===== config.mk =====
export PLATFORM = sky130hd
export DESIGN_NAME = instruction_fetch
export DESIGN_NICKNAME = d
export VERILOG_FILES = /design/src/rtl/instruction_fetch_pkg.sv /design/src/rtl/instruction_fetch_pc_reg.sv /design/src/rtl/instruction_fetch.sv
export SDC_FILE = /design/constraint.sdc
export NUM_CORES = 1
export LEC_CHECK = 0
export CORE_UTILIZATION = 56
export DETAILED_ROUTE_END_ITERATION = 8
export DONT_BUFFER_PORTS = 1
export GPL_ROUTABILITY_DRIVEN = 0
export PLACE_DENSITY_LB_ADDON = 0.1
export SYNTH_ARGS = -nofsm -noshare
export SYNTH_HDL_FRONTEND = slang
export SYNTH_SLANG_ARGS = --single-unit

===== constraint.sdc =====
create_clock -name clk -period 1.7 [get_ports clk]
set_input_delay 0.34 -clock clk [delete_from_list [all_inputs] [get_ports clk]]
set_output_delay 0.34 -clock clk [all_outputs]
set_load 0.005 [all_outputs]

===== src/rtl/instruction_fetch_pkg.sv =====
// Shared fetch-stage definitions: FSM state encodings and default PC/memory sizing
// constants, also used to size the program memory.
package instruction_fetch_pkg;

    typedef enum logic {
        FETCH_RUN   = 1'b0,
        FETCH_FAULT = 1'b1
    } fetch_state_e;

    localparam int unsigned      DEFAULT_PC_W      = 32;
    localparam int unsigned      DEFAULT_INSTR_W   = 32;
    localparam int unsigned      DEFAULT_RESET_PC  = 0;
    localparam longint unsigned  DEFAULT_MEM_DEPTH = 65536;

    // True when a word address lies inside the populated program memory.
    function automatic logic addr_in_range(input logic [63:0] addr, input logic [63:0] depth);
        return addr < depth;
    endfunction

endpackage


===== src/rtl/instruction_fetch_pc_reg.sv =====
// Program counter register with hold / increment / redirect selection and the
// memory-depth range compare on the current PC.
module instruction_fetch_pc_reg
    import instruction_fetch_pkg::*;
#(
    parameter int unsigned     PC_W      = DEFAULT_PC_W,
    parameter logic [PC_W-1:0] RESET_PC  = PC_W'(DEFAULT_RESET_PC),
    parameter longint unsigned MEM_DEPTH = DEFAULT_MEM_DEPTH
) (
    input  logic            clk,
    input  logic            rst,
    input  logic            step,
    input  logic            redirect_valid,
    input  logic [PC_W-1:0] redirect_pc,
    output logic [PC_W-1:0] pc,
    output logic            in_range
);

    localparam logic [63:0] DEPTH64 = 64'(MEM_DEPTH);

    logic [PC_W-1:0] pc_next;

    always_comb begin
        pc_next = pc;
        if (redirect_valid) begin
            pc_next = redirect_pc;
        end else if (step) begin
            pc_next = pc + PC_W'(1);
        end
    end

    always_ff @(posedge clk) begin
        if (rst) begin
            pc <= RESET_PC;
        end else begin
            pc <= pc_next;
        end
    end

    // Zero-extend so depths at or above 2^PC_W simply make every PC legal.
    assign in_range = addr_in_range(64'(pc), DEPTH64);

endmodule


===== src/rtl/instruction_fetch.sv =====
// Fetch stage: owns the PC, reads the combinational program memory and presents
// (pc, instr) to decode over valid/ready. Optional counters under IFETCH_PERF_EN.
module instruction_fetch
    import instruction_fetch_pkg::*;
#(
    parameter int unsigned     PC_W      = DEFAULT_PC_W,
    parameter int unsigned     INSTR_W   = DEFAULT_INSTR_W,
    parameter logic [PC_W-1:0] RESET_PC  = PC_W'(DEFAULT_RESET_PC),
    parameter longint unsigned MEM_DEPTH = DEFAULT_MEM_DEPTH
) (
    input  logic               clk,
    input  logic               rst,
    output logic [PC_W-1:0]    imem_adr,
    input  logic [INSTR_W-1:0] imem_instr,
    input  logic               redirect_valid,
    input  logic [PC_W-1:0]    redirect_pc,
    output logic               out_valid,
    output logic [INSTR_W-1:0] out_instr,
    output logic [PC_W-1:0]    out_pc,
    input  logic               out_ready,
    output logic               fault
`ifdef IFETCH_PERF_EN
    ,
    output logic [31:0]        perf_fetched,
    output logic [31:0]        perf_stalled
`endif
);

    // Handshake: a word moves to decode on every rising edge where out_valid and
    // out_ready are both high; out_valid only falls after such a transfer, on a
    // redirect (which squashes the held word) or on reset.

    fetch_state_e    state;
    logic [PC_W-1:0] pc;
    logic            in_range;
    logic            adv;
    logic            capture;

    assign adv     = (state == FETCH_RUN) && (!out_valid || out_ready) && !redirect_valid;
    assign capture = adv && in_range;

    instruction_fetch_pc_reg #(
        .PC_W      (PC_W),
        .RESET_PC  (RESET_PC),
        .MEM_DEPTH (MEM_DEPTH)
    ) u_pc_reg (
        .clk            (clk),
        .rst            (rst),
        .step           (capture),
        .redirect_valid (redirect_valid),
        .redirect_pc    (redirect_pc),
        .pc             (pc),
        .in_range       (in_range)
    );

    assign imem_adr = pc;

    always_ff @(posedge clk) begin
        if (rst) begin
            state     <= FETCH_RUN;
            out_valid <= 1'b0;
            out_instr <= '0;
            out_pc    <= '0;
            fault     <= 1'b0;
        end else if (redirect_valid) begin
            // The target is fetched on the following edge, leaving a one-cycle bubble.
            state     <= FETCH_RUN;
            out_valid <= 1'b0;
            fault     <= 1'b0;
        end else if (adv) begin
            if (in_range) begin
                out_instr <= imem_instr;
                out_pc    <= pc;
                out_valid <= 1'b1;
            end else begin
                state     <= FETCH_FAULT;
                out_valid <= 1'b0;
                fault     <= 1'b1;
            end
        end else if (state == FETCH_FAULT) begin
            out_valid <= 1'b0;
        end
    end

`ifdef IFETCH_PERF_EN
    always_ff @(posedge clk) begin
        if (rst) begin
            perf_fetched <= '0;
            perf_stalled <= '0;
        end else begin
            if (capture && (perf_fetched != '1)) begin
                perf_fetched <= perf_fetched + 32'd1;
            end
            if (out_valid && !out_ready && (perf_stalled != '1)) begin
                perf_stalled <= perf_stalled + 32'd1;
            end
        end
    end
`endif

    a_stall_holds: assert property (@(posedge clk) disable iff (rst)
        (out_valid && !out_ready && !redirect_valid)
        |=> (out_valid && $stable(out_instr) && $stable(out_pc)));

    a_fault_no_valid: assert property (@(posedge clk) disable iff (rst)
        (state == FETCH_FAULT) |-> !out_valid);

    a_fault_matches_state: assert property (@(posedge clk) disable iff (rst)
        fault == (state == FETCH_FAULT));

endmodule


==> flow_metrics.env <==
export IMPL_row_count=29
export IMPL_syn_inst=420
export IMPL_syn_avg_cell_area_sq_um=8.85
export IMPL_finalMaxSlewViolations=0
export IMPL_grt_first_pass_wirelength_um=13600
export IMPL_finalHoldViolCount=0
export IMPL_cp_arrival_ps=2070
export IMPL_cts_sinks=98
export IMPL_vias=2979
export IMPL_synth_net_count=489
export IMPL_rsz0062_at_grt="true"
export IMPL_start_kind="flop"
export IMPL_drt_iter0_drc=128
export IMPL_routed_wl_um=8590
export IMPL_path_clk_slew_ps=100
export IMPL_ctsLongestPathBuffers=2
export IMPL_area_delta_synth_final_pct=22.4
export IMPL_io_pin_count=166
export IMPL_drive_above_1_share=0.253
export IMPL_via_per_inst=5.57
export IMPL_fin_util=0.712
export IMPL_timing_critical_path_cells="nor4_4, nand4_4, buf_4, nor3_4, buf_4, nand4_1, a21oi_2"
export IMPL_clock_skew_final_ps=13.0
export IMPL_root_buffer="clkbuf_8"
export IMPL_worstHoldPathType="input pin to flop"
export IMPL_ys_seq_elements=98
export IMPL_antenna_left=0
export IMPL_gr_total_overflow=0
export IMPL_ys_types=37
export IMPL_nNetsFinal=522
export IMPL_start_util=0.582
export IMPL_yosys_warnings=0
export IMPL_synth_area_sq_mm=0.00372
export IMPL_fin_crit_ps=1780
export IMPL_die_w_um=83.5
export IMPL_drc=0
export IMPL_antenna_found_initial=0
export IMPL_design_die_area_sq_mm=0.00697
export IMPL_clk_insertion_delay_late_ps=350
export IMPL_total_power_uw=4280
export IMPL_ir_drop_mv=0.678
export IMPL_n_antenna_cell=0
export IMPL_p_leak_uw=0.00168
export IMPL_hold_buffers=0
export IMPL_fin_setup_tns_ps=-3450
export IMPL_drt_pass1_iter_count=4
export IMPL_worstSetupPathType="flop to flop"
export IMPL_power_density_mw_per_mm2=941
export IMPL_drv_cap=0
export IMPL_worstMarginPinSlew_ps=423
export IMPL_io_buffers=0
export IMPL_hpwl_um=5770
export IMPL_cp_required_ps=1990
export IMPL_setup_ws_ps=-77.7
export IMPL_cpMaxStageDelayCell="nor4_4"
export IMPL_slowest_delay_ps=350
export IMPL_end_kind="flop"
export IMPL_setup_violations=70
export IMPL_synth_seq_area_share=0.528
export IMPL_fin_crit_sh=1.05
export IMPL_fp_coreArea_sq_mm=0.00639
export IMPL_cts_tree="yes"
export IMPL_cpLargestDelayFamily="simple AND/OR/NAND/NOR gates"
export IMPL_fmax_mhz=563
export IMPL_grt_pass1_vias=2816
export IMPL_h_tree_depth=3
export IMPL_violations="negative setup slack"
export IMPL_path_max_fanout=6
export IMPL_die_h_um=83.5
export IMPL_max_slew_margin_rel=0.718
export IMPL_critPathBufInv=2
export IMPL_path_common_cell="buf_4"
export IMPL_cts_buffers=9
export IMPL_grt_usage=0.242
export IMPL_outcome="finished, violations left"
export IMPL_grt_max_degree=85
export IMPL_wl_per_cell_um=16.1
-- final cells by class --
cell class,count,area [sq um]
tap,77,96.3
clock inverter,6,72.6
clock buffer,10,128
multi-input combinational,291,1810
inverter,4,15.0
fill,512,1840
timing repair buffer,49,460
sequential,98,1970
-- report_power, final --
part / internal, uW / total [uW] / switching [uW] / leakage [uW]
registers: 2360 / 2420 / 57.1 / 0.000799
clock network: 696 / 1500 / 804 / 0.0000910
logic: 182 / 361 / 179 / 0.000794
-- cell usage in the layout, fill, tap and decap left out, types with 2 or more instances in the layout --
| cell | synthesis | layout |
|---|---|---|
| nand3_2 | 0 | 2 |
| a21oi_2 | 0 | 25 |
| nor3_4 | 0 | 3 |
| nor3_2 | 3 | 2 |
| inv_1 | 4 | 4 |
| xor2_1 | 5 | 5 |
| dfxtp_1 | 98 | 92 |
| nor2_2 | 0 | 2 |
| and3_1 | 3 | 3 |
| xnor2_1 | 5 | 5 |
| nor2b_1 | 2 | 2 |
| and4_1 | 2 | 2 |
| or4_4 | 0 | 2 |
| a311oi_1 | 3 | 3 |
| clkbuf_8 | 0 | 9 |
| nor4_4 | 4 | 5 |
| mux2i_1 | 16 | 16 |
| nand4_1 | 5 | 5 |
| nand3_1 | 8 | 6 |
| a211oi_1 | 6 | 4 |
| a21oi_1 | 57 | 32 |
| o21bai_1 | 2 | 2 |
| clkinvlp_4 | 0 | 3 |
| buf_6 | 0 | 2 |
| dfxtp_2 | 0 | 6 |
| nor2_1 | 27 | 25 |
| clkbuf_16 | 0 | 2 |
| a211oi_2 | 1 | 3 |
| nor4_1 | 4 | 2 |
| and2_1 | 18 | 18 |
| buf_4 | 0 | 41 |
| buf_12 | 0 | 4 |
| nand2_1 | 104 | 104 |
-- kinds of logic (layout without fill, tap and decap cells) --
family | Yosys count | in the layout | share of synthesized area
AND/OR/NAND/NOR | 188 | 188 | 0.250
XOR/XNOR | 10 | 10 | 0.0236
multiplexers | 17 | 17 | 0.0461
buffers and inverters | 31 | 69 | 0.0333
AO/OA/AOI/OAI | 75 | 75 | 0.115
adder cells (fa/ha/maj) | 1 | 1 | 0.00337
flip-flops | 98 | 98 | 0.528
-- per-stage QoR --
stage,cell area (sq um),setup slack [ps],std cells,hold WS (ps)
after floorplan,3730,-88.0,420,453
after global placement,4060,-96.4,514,414
after detailed placement,4060,-123,514,415
after CTS,4320,-69.2,532,22.0
after global routing,4550,-189,535,9.49
final,4550,-77.7,535,40.9
-- sequential cells by signal, summed over array words and instances, names as in the netlist --
| name | flops |
|---|---|
| out_valid | 1 |
| state | 1 |
| out_pc | 32 |
| out_instr | 32 |
| u_pc_reg.pc | 32 |
-- cells in the mapped netlist (all sizes together) --
| cell type | n | area share |
|---|---|---|
| inv | 4 | 0.0040 |
| and2 | 18 | 0.030 |
| ha | 1 | 0.0034 |
| o21ai | 1 | 0.0013 |
| or2 | 1 | 0.0017 |
| nand4 | 6 | 0.014 |
| dfxtp | 98 | 0.53 |
| a311oi | 3 | 0.0071 |
| nor4 | 8 | 0.030 |
| a31oi | 1 | 0.0017 |
| a21boi | 1 | 0.0020 |
| a211oi | 7 | 0.015 |
| a41o | 1 | 0.0027 |
| o21a | 1 | 0.0020 |
| nand3b | 1 | 0.0020 |
| mux2 | 1 | 0.0030 |
| a21oi | 57 | 0.077 |
| a221oi | 1 | 0.0024 |
| xor2 | 5 | 0.012 |
| o21bai | 2 | 0.0040 |
| clkbuf | 20 | 0.020 |
| nor2b | 2 | 0.0034 |
| and4 | 2 | 0.0047 |
| nor2 | 27 | 0.027 |
| nand3 | 8 | 0.011 |
| and3 | 3 | 0.0051 |
| nand2 | 104 | 0.11 |
| buf | 7 | 0.0091 |
| or4 | 2 | 0.0040 |
| xnor2 | 5 | 0.012 |
| mux2i | 16 | 0.043 |
| nor3 | 6 | 0.012 |
-- metal layers --
layer	vias up	global-route usage	wire length (um)
met5	-	0	0
met2	123	0.389	4150
met1	1372	0.300	3530
met3	14	0.0742	751
met4	0	0.108	165
li1	1470	-	-
-- worst paths after layout --
kind | startpoint | to | slack [ps] | depth (start not counted)
setup / recovery | u_pc_reg.pc[30]$_SDFFE_PP0P_ | u_pc_reg.pc[16]$_SDFFE_PP0P_ | -80 | 7
hold / removal | rst | out_instr[24]$_SDFFE_PP0P_ | 40 | 1
setup reg to reg | u_pc_reg.pc[30]$_SDFFE_PP0P_ | u_pc_reg.pc[16]$_SDFFE_PP0P_ | -80 | 7
hold reg to reg | out_pc[7]$_SDFFE_PP0P_ | out_pc[7]$_SDFFE_PP0P_ | 470 | 2
-- what timing repair did --
| item | 4_1_cts | 5_1_grt |
|---|---|---|
| setup buffers | 2 | 1 |
| endpoints found under the setup margin | 11 | 80 |
| pin swaps | 6 | 8 |
| gates cloned | 0 | 2 |
| gates resized for setup | 10 | 39 |
Note: power is estimated with default switching activity, not from simulation.
